$ cat config.mk
export PLATFORM = sky130hd
export DESIGN_NAME = sat_accumulator_flat
export DESIGN_NICKNAME = d
export VERILOG_FILES = /design/src/rtl/sat_acc_if.sv /design/src/rtl/sat_accumulator.sv /design/src/flat_wrapper.sv
export SDC_FILE = /design/constraint.sdc
export NUM_CORES = 1
export LEC_CHECK = 0
export ABC_AREA = 1
export CAP_MARGIN = 20
export CORE_UTILIZATION = 35
export CTS_CLUSTER_DIAMETER = 30
export DETAILED_ROUTE_END_ITERATION = 7
export PLACE_DENSITY = 0.77
export SLEW_MARGIN = 20
export SYNTH_ARGS = -nofsm -noshare
export SYNTH_HDL_FRONTEND = slang
export SYNTH_SLANG_ARGS = --single-unit
$ cat constraint.sdc
create_clock -name clk -period 1.2 [get_ports clk]
set_input_delay 0.12 -clock clk [delete_from_list [all_inputs] [get_ports clk]]
set_output_delay 0.12 -clock clk [all_outputs]
set_load 0.02 [all_outputs]
$ cat src/rtl/sat_acc_if.sv
// Signal bundle between the saturating accumulator and its environment.
// The environment includes the sample source, the result consumer and the external adder.
interface sat_acc_if #(
  parameter int WIDTH   = 16,
  parameter int COUNT_W = 8
);
  logic               start;
  logic [COUNT_W-1:0] length;
  logic               in_valid;
  logic [WIDTH-1:0]   in_data;
  logic               in_ready;
  logic [WIDTH-1:0]   add_a;
  logic [WIDTH-1:0]   add_b;
  logic [WIDTH-1:0]   add_result;
  logic               add_overflow;
  logic               out_valid;
  logic [WIDTH-1:0]   out_data;
  logic               out_sat;
  logic               out_ready;
  logic               busy;

  modport master (
    output start, length, in_valid, in_data, add_result, add_overflow, out_ready,
    input  in_ready, add_a, add_b, out_valid, out_data, out_sat, busy
  );

  modport slave (
    input  start, length, in_valid, in_data, add_result, add_overflow, out_ready,
    output in_ready, add_a, add_b, out_valid, out_data, out_sat, busy
  );
endinterface

$ cat src/rtl/sat_accumulator.sv
// Streams a run of signed samples through an external adder and accumulates them with
// clamping on overflow; presents the sum and a sticky saturation flag.
//   state | meaning
//   IDLE  | waiting for start; acc/sat keep the last run's result
//   ACCUM | accepting samples until the run length is used up
//   DONE  | result presented on out_valid until out_ready
module sat_accumulator #(
  parameter int WIDTH   = 16,
  parameter int COUNT_W = 8
) (
  input logic     clk,
  input logic     rst_n,
  sat_acc_if.slave bus
);

  typedef enum logic [1:0] {
    IDLE  = 2'd0,
    ACCUM = 2'd1,
    DONE  = 2'd2
  } state_t;

  localparam logic [WIDTH-1:0] MAX_POS = {1'b0, {(WIDTH-1){1'b1}}};
  localparam logic [WIDTH-1:0] MAX_NEG = {1'b1, {(WIDTH-1){1'b0}}};

  state_t             state, state_nxt;
  logic [WIDTH-1:0]   acc, acc_nxt;
  logic [COUNT_W-1:0] remaining, remaining_nxt;
  logic               sat, sat_nxt;

  always_ff @(posedge clk or negedge rst_n) begin
    if (!rst_n) begin
      state     <= IDLE;
      acc       <= '0;
      remaining <= '0;
      sat       <= 1'b0;
    end else begin
      state     <= state_nxt;
      acc       <= acc_nxt;
      remaining <= remaining_nxt;
      sat       <= sat_nxt;
    end
  end

  always_comb begin
    state_nxt     = state;
    acc_nxt       = acc;
    remaining_nxt = remaining;
    sat_nxt       = sat;
    case (state)
      IDLE: begin
        if (bus.start) begin
          acc_nxt = '0;
          sat_nxt = 1'b0;
          if (bus.length != '0) begin
            remaining_nxt = bus.length;
            state_nxt     = ACCUM;
          end else begin
            remaining_nxt = '0;
            state_nxt     = DONE;
          end
        end
      end
      ACCUM: begin
        if (bus.in_valid) begin
          // Overflow means acc and sample share a sign, so acc's sign picks the rail.
          acc_nxt = bus.add_overflow ? (acc[WIDTH-1] ? MAX_NEG : MAX_POS) : bus.add_result;
          sat_nxt = sat | bus.add_overflow;
          if (remaining != '0) remaining_nxt = remaining - COUNT_W'(1);
          if (remaining == COUNT_W'(1)) state_nxt = DONE;
        end
      end
      DONE: begin
        if (bus.out_ready) state_nxt = IDLE;
      end
      default: state_nxt = IDLE;
    endcase
  end

  assign bus.in_ready  = (state == ACCUM);
  assign bus.out_valid = (state == DONE);
  assign bus.busy      = (state != IDLE);
  assign bus.out_data  = acc;
  assign bus.out_sat   = sat;
  assign bus.add_a     = acc;
  assign bus.add_b     = bus.in_data;

endmodule
$ cat src/flat_wrapper.sv
// flat-port wrapper written by rule: the top's interface ports become plain ports
module sat_accumulator_flat 
#(
  parameter int WIDTH   = 16,
  parameter int COUNT_W = 8
)
  (clk, rst_n, bus_start, bus_length, bus_in_valid, bus_in_data, bus_add_result, bus_add_overflow, bus_out_ready, bus_in_ready, bus_add_a, bus_add_b, bus_out_valid, bus_out_data, bus_out_sat, bus_busy);
  sat_acc_if #(.WIDTH(WIDTH), .COUNT_W(COUNT_W)) bus_i ();
  input logic clk;
  input logic rst_n;
  input wire logic [$bits(bus_i.start)-1:0] bus_start;
  input wire logic [$bits(bus_i.length)-1:0] bus_length;
  input wire logic [$bits(bus_i.in_valid)-1:0] bus_in_valid;
  input wire logic [$bits(bus_i.in_data)-1:0] bus_in_data;
  input wire logic [$bits(bus_i.add_result)-1:0] bus_add_result;
  input wire logic [$bits(bus_i.add_overflow)-1:0] bus_add_overflow;
  input wire logic [$bits(bus_i.out_ready)-1:0] bus_out_ready;
  output wire logic [$bits(bus_i.in_ready)-1:0] bus_in_ready;
  output wire logic [$bits(bus_i.add_a)-1:0] bus_add_a;
  output wire logic [$bits(bus_i.add_b)-1:0] bus_add_b;
  output wire logic [$bits(bus_i.out_valid)-1:0] bus_out_valid;
  output wire logic [$bits(bus_i.out_data)-1:0] bus_out_data;
  output wire logic [$bits(bus_i.out_sat)-1:0] bus_out_sat;
  output wire logic [$bits(bus_i.busy)-1:0] bus_busy;
  assign bus_i.start = bus_start;
  assign bus_i.length = bus_length;
  assign bus_i.in_valid = bus_in_valid;
  assign bus_i.in_data = bus_in_data;
  assign bus_i.add_result = bus_add_result;
  assign bus_i.add_overflow = bus_add_overflow;
  assign bus_i.out_ready = bus_out_ready;
  assign bus_in_ready = bus_i.in_ready;
  assign bus_add_a = bus_i.add_a;
  assign bus_add_b = bus_i.add_b;
  assign bus_out_valid = bus_i.out_valid;
  assign bus_out_data = bus_i.out_data;
  assign bus_out_sat = bus_i.out_sat;
  assign bus_busy = bus_i.busy;
  sat_accumulator #(.WIDTH(WIDTH), .COUNT_W(COUNT_W)) u_core (.clk(clk), .rst_n(rst_n), .bus(bus_i));
endmodule
==> summary.md, run 1 <==
| Metric | Value |
|---|---|
| DIE HEIGHT | `73.0 um` |
| Setup violators final | `30` |
| Average size of a mapped cell | `7.57 um^2` |
| Final HPWL DP | `3100 um` |
| Outcome | `complete, but fails checks` |
| Min Clock Period, post-route | `1.36 ns` |
| WL/cell | `12.2 um` |
| Final Non-Filler Cells | `370` |
| CP arrival | `1.54 ns` |
| Nets | `353` |
| Vias in the first global route | `1660` |
| Area taken by flip-flops and latches | `678 um^2` |
| Slew Viols, Final | `0` |
| Die W | `73.0 um` |
| Fmax | `0.734 GHz` |
| Startpoint types | `flip-flop` |
| Largest area contributor in the netlist | `dfrtp_1` |
| Vias per inst | `4.69` |
| Clk_skew | `0.00359 ns` |
| CP Capture Type | `flip-flop` |
| Multi-input gate area in the final layout | `945 um^2` |
| Final period utilization | `114%` |
| FILL cells | `427` |
| Peak supply drop | `1.19 mV` |
| CP max FO | `6` |
| CTS clk-pin slew, worst paths | `0.10 ns` |
| Post-route ant nets | `0` |
| Core area | `0.00479 mm^2` |
| Cell area after synthesis | `0.00176 mm^2` |
| Final hold violations | `0` |
| Reg2reg setup slack | `-0.16 ns` |
| Share of cells above drive strength 1 | `32.3%` |
| Leakage | `0.00149 uW` |
| Synth top area cells | `dfrtp_1 (38%), buf_4 (14%), nand2_1 (14%)` |
| Power Density | `2410 mW/mm^2` |
| Flops & latches, synth | `27` |
| Critical Path RT | `1.37 ns` |
| Final setup margin | `-0.163 ns` |
| Distinct cell type count after synthesis | `21` |
| Sequential-to-total area share from yosys stat | `38.3%` |
| # rows | `25` |
| Hold Slack | `0.187 ns` |
| MaxCap Viol Count | `0` |
| Drc violations | `0` |
| Die footprint | `0.00533 mm^2` |
| # diodes | `0` |
| CTS Buffer Depth | `2` |
| Synthesized instance count | `233` |
| RSZ-0062 raised after global routing | `yes` |
| Initial antenna violation count | `0` |
| Placed insts | `352` |
| CTS Sinks | `27` |
| Worst min path class | `in -> async` |
| Kind of critical path | `reg -> reg` |
| Final GP Congestion | `0.853` |
| Clk_lat worst skew | `0.27 ns` |
| Slew HR | `77.9%` |
| I/O pin count | `98` |
| Drt pass-1 iters | `4` |
| Ys Warns | `0` |
| Starting DRT DRC Count | `62` |
| Overflow after GRT | `0` |
| Yosys top cell area share | `38.3%` |
| Starting Density | `36.9%` |
| CTS buffer count | `3` |
| Vias | `1735` |
| Final setup TNS | `-3.17 ns` |
| CTS tree | `done` |
| Root Buffer | `clkbuf_8` |
| Pwr Total | `6810 uW` |
| Largest net degree at the start of global routing | `28` |
| Global-route wire length before repair | `7310 um` |
| DP Worst Slack | `-0.193 ns` |
| Area added between synthesis and finish | `60.2%` |
| Worst-margin pin slew | `0.329 ns` |
| Failing checks | `negative setup slack` |
| Detailed Route WL | `4520 um` |
| Syn_nets | `282` |
| H-Tree Level Count | `1` |
| GRT Util Overall | `17.6%` |
| PortBufs | `65` |
## layer usage
metal,GRT usage [%],wire (um),up-vias
met5,0,0,-
met4,6.10,67,0
met3,2.76,230,8
met2,31.4,2280,64
met1,21.5,1940,813
li1,-,-,850
## placed cells by master (no fill, tap or decap), drive strengths merged
cell type	count
nor2	22
xnor2	1
dfrtp	27
clkinv	1
ha	3
clkdlybuf4s50	29
clkbuf	3
dlygate4sd2	33
nand2	68
buf	39
o21ai	10
inv	18
clkinvlp	1
clkdlybuf4s15	1
or2	1
o22ai	1
nand3	10
a21o	15
a21oi	19
o21bai	1
## repair_timing
action,CTS,global route
pin swaps,8,6
setup buffers,7,6
cloned,2,0
gates resized for setup,82,20
setup endpoints to repair,63,30
hold buffers,0,0
endpoints found under the hold margin,0,0
## critical path, stage by stage (launching register included)
cell and delay, ns:
dfrtp_2 0.48, nand2_4 0.11, clkinv_4 0.06, buf_12 0.13, nand2_8 0.08, buf_4 0.12, buf_6 0.09, a21oi_1 0.04
a21o_1 0.15
## cells by family after synthesis
| kind of cell | synth area share [%] |
|---|---|
| compound gates | 15.4 |
| simple gates | 24.0 |
| flops | 38.3 |
| fa+ha+maj | 2.13 |
| xor+xnor | 0.497 |
| buf+inv | 19.6 |
## stage by stage
step | util (%) | cell area [um^2]
3_3_place_gp | 52.5 | 2510
4_1_cts | 56.9 | 2720
5_1_grt | 59.1 | 2830
6_report | 59.1 | 2830
3_5_place_dp | 52.5 | 2510
2_1_floorplan | - | 1830
## worst paths after layout
kind	to	cells past startpoint	startpoint
worst max-delay path	u_core.bus.add_a[11]	8	u_core.state[0]
worst min-delay path	u_core.remaining[3]	2	rst_n
worst max register to register	u_core.bus.add_a[11]	8	u_core.state[0]
worst min register to register	u_core.bus.add_a[7]	1	u_core.bus.add_a[7]
max in group asynchronous	u_core.bus.add_a[15]	2	rst_n
min in group clk	bus_add_b[14]	0	bus_in_data[14]
## state kept, by name, summed over array words and instances, names as in the netlist
signal              cells
u_core.bus.out_sat      1
u_core.state            2
u_core.remaining        8
u_core.bus.add_a       16
## synthesized netlist by cell type
cell / count
nand2_1: 64
nand2_4: 4
nor2_1: 22
nand3_1: 10
o22ai_1: 1
ha_1: 3
a21o_1: 15
inv_1: 15
xnor2_1: 1
a21oi_1: 19
o21bai_1: 1
or2_2: 1
o21ai_0: 10
inv_2: 1
clkinv_4: 1
buf_6: 1
dfrtp_1: 27
buf_2: 1
inv_4: 1
clkbuf_1: 2
buf_4: 33
## area by class of cell
class / instances / share of cell area (%)
repair inverters: 1 / 0.310
well taps: 67 / 2.97
inverters: 18 / 3.19
multi-input cells: 151 / 33.4
repair buffers: 102 / 34.4
clock inverters: 1 / 0.266
clock buffers: 3 / 1.46
flip-flops and latches: 27 / 24.0
## where the power goes
part	switching, uW	leakage, uW	internal (uW)	total (uW)
sequential	290	0.000343	1300	1590
clock	303	0.0000217	236	538
combinational	2530	0.00113	2160	4690
total	3120	0.00149	3690	6810
(Power assumes the default switching activity.)
==> run 2: changes to the inputs <==
--- a/config.mk
+++ b/config.mk
@@ -10,7 +10,9 @@
 export CORE_UTILIZATION = 35
 export CTS_CLUSTER_DIAMETER = 30
 export DETAILED_ROUTE_END_ITERATION = 7
+export GPL_TIMING_DRIVEN = 0
 export PLACE_DENSITY = 0.77
+export RECOVER_POWER = 25
 export SLEW_MARGIN = 20
 export SYNTH_ARGS = -nofsm -noshare
 export SYNTH_HDL_FRONTEND = slang
==> run 2 against run 1 <==
The run still ends with negative setup slack left. Sequential power about the same. Sequential share of layout area decreased by 2.9 points. Clock-buffer cell count unchanged. Combinational power increased by 9.2%. Design area increased by 14%. Non-clock buffer count increased by 46. Global-route usage increased by 0.95 points. Clock power decreased by 4.1%. Final cell count increased by 12%. Maximum frequency decreased by 1.3%. Register-to-register slack got worse by 0.02 ns. Hold slack improved by 0.13 ns. Highest routed layer unchanged.
==> summary.md, run 2 (synthesis results as in run 1) <==
| Metric | Value |
|---|---|
| # diodes | `0` |
| Drt pass-1 iters | `4` |
| DIE HEIGHT | `73.0 um` |
| Largest net degree at the start of global routing | `28` |
| Power Density | `2260 mW/mm^2` |
| Leading cell type in the layout, fill and taps excluded | `nand2_1` |
| FF-to-FF path depth | `9` |
| RSZ-0062 raised after global routing | `yes` |
| Slew HR | `54.6%` |
| Pwr Total | `7250 uW` |
| Final GP Congestion | `0.903` |
| Nets | `399` |
| Worst-margin pin slew | `0.682 ns` |
| Core area | `0.00479 mm^2` |
| Starting Density | `36.9%` |
| Most frequent cells in the layout | `nand2_1 (55), buf_4 (52), clkdlybuf4s50_1 (42)` |
| Critical path capture point | `u_core.remaining[1]` |
| Leakage | `0.00167 uW` |
| Starting DRT DRC Count | `70` |
| CTS tree | `done` |
| FILL cells | `418` |
| Crit Reg-Reg Endpoint | `u_core.remaining[1]` |
| Kind of critical path | `reg -> reg` |
| Final period utilization | `115%` |
| PortBufs | `81` |
| MaxCap Viol Count | `0` |
| Overflow after GRT | `0` |
| Critical Path RT | `1.36 ns` |
| CP startpoint | `u_core.remaining[1]` |
| Slew Viols, Final | `0` |
| Vias in the first global route | `1755` |
| Min Clock Period, post-route | `1.38 ns` |
| CP Capture Type | `flip-flop` |
| Area taken by flip-flops and latches | `678 um^2` |
| Root Buffer | `clkbuf_8` |
| Area added between synthesis and finish | `82.1%` |
| CTS Buffer Depth | `2` |
| Largest register FFs | `16` |
| Final HPWL DP | `3310 um` |
| Die W | `73.0 um` |
| CTS Sinks | `27` |
| Drc violations | `0` |
| Final setup TNS | `-3.19 ns` |
| CP arrival | `1.54 ns` |
| CP max FO | `7` |
| Reg2reg setup slack | `-0.18 ns` |
| Post-route ant nets | `0` |
| Detailed Route WL | `5090 um` |
| Multi-input gate area in the final layout | `935 um^2` |
| Fmax | `0.724 GHz` |
| Share of cells above drive strength 1 | `40.4%` |
| Worst min path class | `in -> reg` |
| # rows | `25` |
| Max stage delay on crit path | `0.42 ns` |
| CTS buffer count | `3` |
| RR Startpoint | `u_core.remaining[1]` |
| Final hold violations | `0` |
| H-Tree Level Count | `1` |
| I/O pin count | `98` |
| Peak supply drop | `1.11 mV` |
| Startpoint types | `flip-flop` |
| Clk_lat worst skew | `0.27 ns` |
| CTS clk-pin slew, worst paths | `0.09 ns` |
| Clk_skew | `0.00172 ns` |
| Slowest cell on crit path | `dfrtp_1` |
| Vias per inst | `4.56` |
| Setup violators final | `29` |
| Failing checks | `negative setup slack` |
| Global-route wire length before repair | `7800 um` |
| Outcome | `complete, but fails checks` |
| Final setup margin | `-0.181 ns` |
| GRT Util Overall | `18.6%` |
| Cells along the critical path | `inv_4, ha_4, nand3_2, nor2_1, nand2_1, nand2_4, inv_6, nand2_2, o21ai_1` |
| Vias | `1898` |
| Die footprint | `0.00533 mm^2` |
| WL/cell | `12.2 um` |
| Initial antenna violation count | `0` |
==> run 2: power by group <==
group | internal [uW] | switching [uW]
Combinational | 2490 | 2630
Sequential | 1300 | 319
Clock | 232 | 284
==> run 2: worst max-delay path, delay by kind of cell (launching register included) <==
kind	cells	cell delay, ns
compound gates	1	0.05
flops	1	0.42
simple gates	5	0.49
buf+inv	2	0.18
fa+ha+maj	1	0.14
==> run 2: per-stage QoR <==
| step | hold slack (ns) | setup slack, ns | cell area, um^2 | cells | utilization [%] |
|---|---|---|---|---|---|
| after floorplan | -0.176 | -0.0260 | 1830 | 233 | - |
| after global placement | 0.487 | -0.533 | 2720 | 381 | 56.9 |
| after detailed placement | 0.171 | -0.375 | 2720 | 381 | 56.8 |
| after CTS | 0.402 | -0.134 | 3070 | 408 | 64.1 |
| after global routing | 0.343 | -0.244 | 3210 | 416 | 67.1 |
| final | 0.320 | -0.181 | 3210 | 416 | 67.1 |
==> run 2: timing repair <==
item	in CTS	in global routing
pin swaps	12	12
cloned	3	0
buffers inserted	20	9
hold buffers	1	0
endpoints found under the hold margin	27	0
setup endpoints to repair	63	39
resized for setup	117	41
==> run 2: area by class of cell <==
type	count	area share, %
Multi-Input combinational cell	151	29.1
Clock buffer	3	1.29
Sequential cell	27	21.1
Buffer	36	9.19
Tap cell	67	2.61
Timing Repair inverter	1	0.195
Timing Repair Buffer	112	33.5
Inverter	18	2.92
Clock inverter	1	0.156
==> run 2: layer usage <==
| layer | wire length (um) | vias up | track usage, % | part of all wire, % |
|---|---|---|---|---|
| met3 | 314 | 6 | 2.76 | 6.2 |
| met1 | 2050 | 881 | 22.5 | 40 |
| li1 | - | 938 | - | - |
| met2 | 2690 | 73 | 34.8 | 53 |
| met4 | 41 | 0 | 3.49 | 0.81 |
| met5 | 0 | - | 0 | 0 |
==> run 2: worst min-delay path by stage <==
stage	start	to	depth (start not counted)
after global routing	bus_add_overflow	u_core.bus.out_sat	3
after CTS	rst_n	u_core.remaining[4]	2
after detailed placement	rst_n	u_core.remaining[4]	1
final	bus_add_overflow	u_core.bus.out_sat	3
after global placement	u_core.remaining[7]	u_core.remaining[7]	2
after floorplan	rst_n	u_core.bus.add_a[0]	0
==> run 3: changes to the inputs <==
--- a/config.mk
+++ b/config.mk
@@ -13,7 +13,7 @@
 export GPL_TIMING_DRIVEN = 0
 export PLACE_DENSITY = 0.77
 export RECOVER_POWER = 25
-export SLEW_MARGIN = 20
+export SLEW_MARGIN = 10
 export SYNTH_ARGS = -nofsm -noshare
 export SYNTH_HDL_FRONTEND = slang
 export SYNTH_SLANG_ARGS = --single-unit
==> results of run 3 <==
Same layout as run 2: the final DEF is identical, and so are final timing and power.
